<file path="config.mk">
export PLATFORM = sky130hd
export DESIGN_NAME = post_adder_preg_flat
export DESIGN_NICKNAME = d
export VERILOG_FILES = /design/src/rtl/post_adder_preg_if.sv /design/src/rtl/post_adder_preg.sv /design/src/flat_wrapper.sv
export SDC_FILE = /design/constraint.sdc
export NUM_CORES = 1
export LEC_CHECK = 0
export CAP_MARGIN = 15
export CORE_UTILIZATION = 40
export DETAILED_ROUTE_END_ITERATION = 6
export PLACE_DENSITY_LB_ADDON = 0.12
export SLEW_MARGIN = 10
export SYNTH_ARGS = -nofsm -noshare
export SYNTH_HDL_FRONTEND = slang
export SYNTH_SLANG_ARGS = --single-unit
</file>
<file path="constraint.sdc">
create_clock -name CLK -period 5.3 [get_ports CLK]
set_input_delay 1.59 -clock CLK [delete_from_list [all_inputs] [get_ports CLK]]
set_output_delay 1.59 -clock CLK [all_outputs]
set_load 0.005 [all_outputs]
</file>
<file path="src/rtl/post_adder_preg_if.sv">
// Operand/result bundle between the X/Y mux stage and the post-adder.
// Signals:
//   CEP                  register clock enable
//   X_MUX_OUT, Y_MUX_OUT signed operands (WIDTH)
//   CIN, OP_SUB, ACC_EN  carry-in, subtract select, accumulate select
//   CLR_OVF, IN_VALID    sticky-overflow clear, operand qualifier
//   P, PCOUT             result and its cascade copy (WIDTH)
//   CARRYOUT, OVF        carry/borrow out, sticky signed overflow
//   OUT_VALID            P holds the result of a valid operation
interface post_adder_preg_if #(
    parameter int unsigned WIDTH = 48
);
    logic             CEP;
    logic [WIDTH-1:0] X_MUX_OUT;
    logic [WIDTH-1:0] Y_MUX_OUT;
    logic             CIN;
    logic             OP_SUB;
    logic             ACC_EN;
    logic             CLR_OVF;
    logic             IN_VALID;
    logic [WIDTH-1:0] P;
    logic [WIDTH-1:0] PCOUT;
    logic             CARRYOUT;
    logic             OVF;
    logic             OUT_VALID;

    // Upstream side: drives operands and controls, observes results.
    modport master (
        output CEP, X_MUX_OUT, Y_MUX_OUT, CIN, OP_SUB, ACC_EN, CLR_OVF, IN_VALID,
        input  P, PCOUT, CARRYOUT, OVF, OUT_VALID
    );

    // Post-adder side.
    modport slave (
        input  CEP, X_MUX_OUT, Y_MUX_OUT, CIN, OP_SUB, ACC_EN, CLR_OVF, IN_VALID,
        output P, PCOUT, CARRYOUT, OVF, OUT_VALID
    );
endinterface

</file>
<file path="src/rtl/post_adder_preg.sv">
// Post-adder/subtractor with optional P output register.
// Adds or subtracts the Y operand (plus carry-in) to/from either the X operand
// or, when accumulating, the registered P. Produces P, PCOUT, CARRYOUT,
// OUT_VALID (registered when PREG=1, combinational when PREG=0) and a sticky
// signed-overflow flag OVF that is always registered.
// Ports:
//   CLK  clock
//   RST  asynchronous active-high reset
//   bus  post_adder_preg_if.slave operand/result bundle
module post_adder_preg #(
    parameter int unsigned WIDTH = 48,
    parameter int unsigned PREG  = 1
) (
    input  logic             CLK,
    input  logic             RST,
    post_adder_preg_if.slave bus
);
    localparam int unsigned SW  = WIDTH + 1;
    localparam int unsigned MSB = WIDTH - 1;
    localparam bit          USE_PREG = (PREG != 0);

    logic [WIDTH-1:0] p_q;
    logic [WIDTH-1:0] a_op;
    logic [SW-1:0]    s_ext;
    logic [WIDTH-1:0] sum_c;
    logic             co_c;
    logic             ov_c;
    logic             ovf_q;
    logic             ovf_d;

    // Operand A: feedback of registered P only exists when P is registered.
    always_comb begin
        a_op = bus.X_MUX_OUT;
        if (USE_PREG && bus.ACC_EN) begin
            a_op = p_q;
        end
    end

    // Unsigned add/sub one bit wider so the top bit is carry or borrow.
    always_comb begin
        s_ext = '0;
        if (bus.OP_SUB) begin
            s_ext = {1'b0, a_op} - {1'b0, bus.Y_MUX_OUT} - SW'(bus.CIN);
        end else begin
            s_ext = {1'b0, a_op} + {1'b0, bus.Y_MUX_OUT} + SW'(bus.CIN);
        end
    end

    assign sum_c = s_ext[WIDTH-1:0];
    assign co_c  = s_ext[WIDTH];

    // Signed overflow from operand and result signs (carry-in already folded in).
    always_comb begin
        ov_c = 1'b0;
        if (bus.OP_SUB) begin
            ov_c = (a_op[MSB] != bus.Y_MUX_OUT[MSB]) && (sum_c[MSB] != a_op[MSB]);
        end else begin
            ov_c = (a_op[MSB] == bus.Y_MUX_OUT[MSB]) && (sum_c[MSB] != a_op[MSB]);
        end
    end

    // Sticky overflow next value; clear has priority over a new overflow.
    always_comb begin
        ovf_d = ovf_q;
        if (bus.CLR_OVF) begin
            ovf_d = 1'b0;
        end else if (bus.IN_VALID && ov_c) begin
            ovf_d = 1'b1;
        end
    end

    // Sticky overflow register, present in both build options.
    always_ff @(posedge CLK or posedge RST) begin
        if (RST) begin
            ovf_q <= 1'b0;
        end else if (bus.CEP) begin
            ovf_q <= ovf_d;
        end
    end

    assign bus.OVF = ovf_q;

    generate
        if (USE_PREG) begin : g_preg
            logic co_q;
            logic vld_q;

            // P/CARRYOUT/OUT_VALID register; operands are taken whenever enabled.
            always_ff @(posedge CLK or posedge RST) begin
                if (RST) begin
                    p_q   <= '0;
                    co_q  <= 1'b0;
                    vld_q <= 1'b0;
                end else if (bus.CEP) begin
                    p_q   <= sum_c;
                    co_q  <= co_c;
                    vld_q <= bus.IN_VALID;
                end
            end

            assign bus.P         = p_q;
            assign bus.PCOUT     = p_q;
            assign bus.CARRYOUT  = co_q;
            assign bus.OUT_VALID = vld_q;
        end else begin : g_comb
            // No P register: accumulate feedback is unavailable.
            assign p_q           = '0;
            assign bus.P         = sum_c;
            assign bus.PCOUT     = sum_c;
            assign bus.CARRYOUT  = co_c;
            assign bus.OUT_VALID = bus.IN_VALID;
        end
    endgenerate

endmodule

</file>
<file path="src/flat_wrapper.sv">
// flat-port wrapper written by rule: the top's interface ports become plain ports
module post_adder_preg_flat 
#(
    parameter int unsigned WIDTH = 48,
    parameter int unsigned PREG  = 1
)
  (CLK, RST, bus_CEP, bus_X_MUX_OUT, bus_Y_MUX_OUT, bus_CIN, bus_OP_SUB, bus_ACC_EN, bus_CLR_OVF, bus_IN_VALID, bus_P, bus_PCOUT, bus_CARRYOUT, bus_OVF, bus_OUT_VALID);
  post_adder_preg_if #(.WIDTH(WIDTH)) bus_i ();
  input  logic CLK;
  input  logic RST;
  input wire logic [$bits(bus_i.CEP)-1:0] bus_CEP;
  input wire logic [$bits(bus_i.X_MUX_OUT)-1:0] bus_X_MUX_OUT;
  input wire logic [$bits(bus_i.Y_MUX_OUT)-1:0] bus_Y_MUX_OUT;
  input wire logic [$bits(bus_i.CIN)-1:0] bus_CIN;
  input wire logic [$bits(bus_i.OP_SUB)-1:0] bus_OP_SUB;
  input wire logic [$bits(bus_i.ACC_EN)-1:0] bus_ACC_EN;
  input wire logic [$bits(bus_i.CLR_OVF)-1:0] bus_CLR_OVF;
  input wire logic [$bits(bus_i.IN_VALID)-1:0] bus_IN_VALID;
  output wire logic [$bits(bus_i.P)-1:0] bus_P;
  output wire logic [$bits(bus_i.PCOUT)-1:0] bus_PCOUT;
  output wire logic [$bits(bus_i.CARRYOUT)-1:0] bus_CARRYOUT;
  output wire logic [$bits(bus_i.OVF)-1:0] bus_OVF;
  output wire logic [$bits(bus_i.OUT_VALID)-1:0] bus_OUT_VALID;
  assign bus_i.CEP = bus_CEP;
  assign bus_i.X_MUX_OUT = bus_X_MUX_OUT;
  assign bus_i.Y_MUX_OUT = bus_Y_MUX_OUT;
  assign bus_i.CIN = bus_CIN;
  assign bus_i.OP_SUB = bus_OP_SUB;
  assign bus_i.ACC_EN = bus_ACC_EN;
  assign bus_i.CLR_OVF = bus_CLR_OVF;
  assign bus_i.IN_VALID = bus_IN_VALID;
  assign bus_P = bus_i.P;
  assign bus_PCOUT = bus_i.PCOUT;
  assign bus_CARRYOUT = bus_i.CARRYOUT;
  assign bus_OVF = bus_i.OVF;
  assign bus_OUT_VALID = bus_i.OUT_VALID;
  post_adder_preg #(.WIDTH(WIDTH), .PREG(PREG)) u_core (.CLK(CLK), .RST(RST), .bus(bus_i));
endmodule
</file>
* Word-level counts from Yosys, hierarchy flattened
Index checks and enable logic that the tools add are counted.
** Word-level totals
- Flip-flop bits (word level) :: 51
- Bits of input ports :: 104
- Output and inout bits :: 99
- Word-level logic and storage cells :: 21
** Operators by class
- $add $sub $neg :: 4
- Eq/ne operators :: 3
- Multiplexer cells :: 5
- Reduce and logical (&&, ||, !) cells :: 5
** Operator list (number)
- 48-bit by 48-bit adder with 49-bit output :: 1
- 49-bit by 1-bit adder with 49-bit output :: 1
- 49-bit 2-to-1 mux :: 1
- 48-bit by 48-bit subtractor with 49-bit output :: 1
- 49-bit by 1-bit subtractor with 49-bit output :: 1
- 48-bit 2-to-1 mux :: 1
- 1-bit logical AND :: 3
- 1-bit 2-to-1 mux :: 3
- 1-bit inequality test :: 2
- 2-bit AND reduction :: 1
- 2-bit nonzero test :: 1
- 1-bit equality test :: 1

* Depth between registers and ports, before layout
Gate-level depths: netlist of the first run.
- Depth in word-level cells :: 10
- Mapped depth :: 18
- Mapped depth without buffers :: 15

* Worst setup path after synthesis of the first run
No wires, ideal clock.
- Kind :: input port to flip-flop
- Start point :: input bus_ACC_EN
- End point :: register u_core.p_q[47], in the netlist u_core.bus.P[47]
- Library setup time :: 0.126 ns
- Data arrival time :: 5.642 ns
- Required time :: 5.174 ns
- Slack :: -0.468 ns
- Stages on the path :: 17
- Path buffers :: 2
- Cell sequence :: buf_1 > buf_1 > mux2i_1 > ha_1 > inv_1 > ha_1 > a21oi_1 > o211ai_1 > a21oi_1 > o21bai_1 > a221o_1 > a41oi_4 > o21ai_1 > a221oi_2 > xor2_1 > nor2_1 > a221o_1
** Between the ends
- Cells in the longest elaborated chain, start to end :: 4
- Elaborated cells on any way between the ends :: 6
- Classes of those cells :: add/sub (4); mux (2)
** RTL lines
- from (decl) :: RTL line flat_wrapper.sv:16 : input wire logic [$bits(bus_i.ACC_EN)-1:0] bus_ACC_EN;
- 48-bit 2-to-1 mux (*) :: RTL line post_adder_preg.sv:34 : if (USE_PREG && bus.ACC_EN) begin
- 48-bit by 48-bit adder with 49-bit output or 48-bit by 48-bit subtractor with 49-bit output (tied branches) :: RTL line post_adder_preg.sv:45, post_adder_preg.sv:43
- 49-bit by 1-bit adder with 49-bit output or 49-bit by 1-bit subtractor with 49-bit output (tied branches) :: RTL line post_adder_preg.sv:45, post_adder_preg.sv:43
- 49-bit 2-to-1 mux (*) :: RTL line post_adder_preg.sv:42 : if (bus.OP_SUB) begin
- to (signal assigned) :: RTL line post_adder_preg.sv:95 : p_q <= sum_c;
- to (decl) :: RTL line post_adder_preg.sv:22 : logic [WIDTH-1:0] p_q;
Mark *: on every way between the ends. The rest lies on a longest branch, timed or not.
A chain may end at the register's enable or synchronous reset.

* Final worst setup path of the first run
- Start point :: input bus_X_MUX_OUT[1]
- End point :: register u_core.p_q[47], in the netlist u_core.bus.P[47]
** Between the ends
- Cells in the longest elaborated chain, start to end :: 4
- Elaborated cells on any way between the ends :: 6
- Classes of those cells :: add/sub (4); mux (2)
** RTL lines
- from (decl) :: RTL line flat_wrapper.sv:12 : input wire logic [$bits(bus_i.X_MUX_OUT)-1:0] bus_X_MUX_OUT;
- 48-bit 2-to-1 mux (*) :: RTL line post_adder_preg.sv:34
- 48-bit by 48-bit adder with 49-bit output or 48-bit by 48-bit subtractor with 49-bit output (tied branches) :: RTL line post_adder_preg.sv:45, post_adder_preg.sv:43
- 49-bit by 1-bit adder with 49-bit output or 49-bit by 1-bit subtractor with 49-bit output (tied branches) :: RTL line post_adder_preg.sv:45, post_adder_preg.sv:43
- 49-bit 2-to-1 mux (*) :: RTL line post_adder_preg.sv:42
Marks and branches as above.

==> results of run 1 <==
-- area by class of cell --
class / count / share of cell area
multi-input cells: 952 / 0.5681
repair buffers: 321 / 0.2350
flip-flops and latches: 51 / 0.1026
inverters: 168 / 0.05069
well taps: 313 / 0.03148
clock buffers: 5 / 0.01006
clock inverters: 3 / 0.002112
-- routing by layer --
metal	track usage	vias up	share of wire
met5	0	-	0
met2	0.4127	265	0.45
met4	0.04715	0	0.013
met3	0.02981	26	0.054
met1	0.3586	4490	0.49
li1	-	4830	-
-- flip-flops by register name (all words and copies together) (netlist names) --
register / cells
u_core.bus.CARRYOUT: 1
u_core.bus.OUT_VALID: 1
u_core.bus.OVF: 1
u_core.bus.P: 48
-- power by group --
part           switching (mW)  internal (mW)  total [mW]
sequential              0.220          0.571       0.791
combinational            2.52           2.54        5.05
clock                   0.196          0.181       0.378
-- cell families after synthesis --
logic type                 count (synthesis)  synth area share
AOI/OAI and AO/OA                        379            0.2656
and+or+nand+nor                          286            0.1448
buffers and inverters                    244            0.1173
adders and majority gates                143            0.1936
xor gates and xnor gates                  85           0.07932
muxes                                     59           0.06346
DFF                                       51            0.1360
-- cell usage in the layout (no fill, tap or decap), types with 5 or more instances in the layout --
cell / instances
a31oi_1: 6
xor2_1: 20
clkdlybuf4s50_1: 199
nand4_1: 7
a211oi_1: 11
or2_2: 5
nor2_1: 98
a22oi_1: 8
nand2_1: 66
inv_1: 162
nand2b_1: 15
clkbuf_16: 5
and3_1: 9
o21a_1: 5
mux2i_1: 53
xnor2_1: 65
nor3_1: 18
a21o_1: 37
ha_1: 138
inv_2: 5
nor2b_1: 18
a21oi_1: 136
o21ai_0: 63
o21bai_1: 19
o211ai_1: 15
o31ai_1: 10
nor4_1: 11
dfrtp_1: 51
buf_4: 118
a221o_1: 7
nand3_1: 18
-- worst max-delay path, stage by stage --
cell and delay (ps):
clkdlybuf4s50_1 410, mux2i_1 220, inv_2 70, ha_1 210
or2_2 280, o211ai_2 200, a2111oi_2 100, buf_4 160
a211oi_4 370, buf_4 190, a211oi_2 110, o21ai_2 280
o21ai_2 120, or2_1 230, a221oi_2 350, xnor2_1 120
a221o_1 330
-- final timing paths --
path	from	endpoint	slack (ps)	depth (start not counted)
min reg2reg	u_core.bus.OUT_VALID	u_core.bus.OUT_VALID	520	1
max in group asynchronous	RST	u_core.bus.P[19]	2780	3
min	u_core.bus.OUT_VALID	u_core.bus.OUT_VALID	520	1
min in group asynchronous	RST	u_core.bus.P[44]	1680	2
max reg2reg	u_core.bus.P[1]	u_core.bus.P[47]	1410	16
max	bus_X_MUX_OUT[1]	u_core.bus.P[47]	160	17
-- through the flow --
stage          cells  hold slack [ps]
6_report        1813            516.6
5_1_grt         1813            535.3
4_1_cts         1812            517.4
3_5_place_dp    1804            495.9
3_3_place_gp    1804            490.4
2_1_floorplan   1247            505.5
-- repair_timing --
| item | in CTS | in global routing |
|---|---|---|
| buffers inserted | 0 | 1 |
| gates resized for setup | 0 | 16 |
| setup endpoints to repair | 0 | 15 |
| hold endpoints to repair | 0 | 0 |
==> flow_metrics.py, run 1 <==
metrics = {
    "logic_synthesis": {
        "ys_top_cells_by_count": "inv_1 (163), ha_1 (138), a21oi_1 (137), nor2_1 (98), nand2_1 (66)",
        "synth_fp_nets": 1493,
        "synth_area_leaders": "ha_1 (18%), dfrtp_1 (14%), a21oi_1 (7.3%), inv_1 (6.5%), xnor2_1 (6.1%)",
        "syn_area_per_cell_um2": 7.526,
        "synth_area_um2": 9385,
        "yosysUniqueCellTypes": 77,
        "ys.flop_type": "dfrtp_1",
        "synth_top_cell_by_area": "ha_1",
        "synth_cells": 1247,
        "ys_seq_elements": 51,
        "synth_seq_area_share": 0.1360,
        "synth_edf_count": 0,
        "ys_warn_count": 0,
        "yosysTopAreaCellShare": 0.1840,
        "synth_most_common_cell": "inv_1",
        "async_flop_share": 1.000,
    },
    "timing": {
        "finalHoldViolCount": 0,
        "fmax_ghz": 0.1947,
        "rsz0062_at_grt": "false",
        "drv_slew": 0,
        "slew_headroom": 0.3939,
        "setup_viol": 0,
        "period_minus_slack_ps": 5136,
        "finalSetupTns_ps": 0,
        "fin_crit_sh": 0.9690,
        "tightest_slew_ps": 905.8,
        "clock_skew_ps": 17.11,
        "worst_slack_ps": 164.2,
    },
    "final_layout": {
        "diodes": 0,
        "fin_area_um2": 12440,
        "drive_above_1_share": 0.1153,
        "nets": 1745,
        "fillers": 2270,
        "syn_to_final_growth_pct": 32.54,
        "seqCellArea_um2": 1276,
        "final_core_utilization": 0.5445,
        "multiInputGateArea_um2": 7067,
    },
    "place": {
        "post_dp_cell_area_um2": 12220,
        "pre_cts_slack_ps": -288.9,
        "portBuffers": 202,
        "place_congestion": 0.9184,
        "post-dp-hpwl_um": 25080,
    },
    "job": {
        "drv_cap": 0,
    },
    "floorplanning": {
        "rows": 55,
        "fp.dieW_um": 155.2,
        "die_area_um2": 24080,
        "num_io_pins": 203,
        "start_util": 0.4108,
        "core_area_um2": 22850,
        "die_y_um": 155.2,
    },
    "routing": {
        "drt-pass1-iter-count": 5,
        "viasPerCell": 5.301,
        "ant_nets": 0,
        "drtIter0Drc": 588,
        "drc": 0,
        "vias": 9611,
        "routed_wl_um": 30400,
        "wl_per_cell_um": 16.77,
    },
    "clock_network": {
        "cts_buffers": 5,
        "path_clk_slew_ps": 100,
        "cts-root-buf": "clkbuf_16",
        "cts_buffer_depth": 2,
        "clock_latency_ps": 320,
        "cts_tree": "built",
        "cts_sinks": 51,
        "cts_max_level": 2,
        "ctsHoldBuffers": 0,
    },
    "power": {
        "p_leak_nw": 5.848,
        "power_density_nw_per_um2": 500.3,
        "total_power_mw": 6.224,
        "peakVddDrop_v": 0.0001982,
    },
    "min_path": {
        "hold_class": "reg -> reg",
    },
    "setup_path": {
        "path_class": "in -> reg",
        "endpoint_kind": "flip-flop",
        "start_kind": "primary input",
        "cp_max_fo": 4,
        "worst_ep_required_time_ps": 5510,
        "cp_data_arrival_time_ps": 5350,
    },
    "grt": {
        "track_usage": 0.2528,
        "grt_pass1_wl_um": 48410,
        "antenna_found_initial": 0,
        "grt-ovfl-total": 0,
        "grt_max_degree": 67,
        "grt_pass1_vias": 9195,
    },
    "status": {
        "status": "complete, no violations",
    },
}
Power figures use the tool's default switching activity.
==> inputs of run 2 (changes only) <==
Settings changed: GPL_ROUTABILITY_DRIVEN from default to 1.
==> results of run 2 <==
The final DEF is identical to that of run 1; final timing and power are the same.
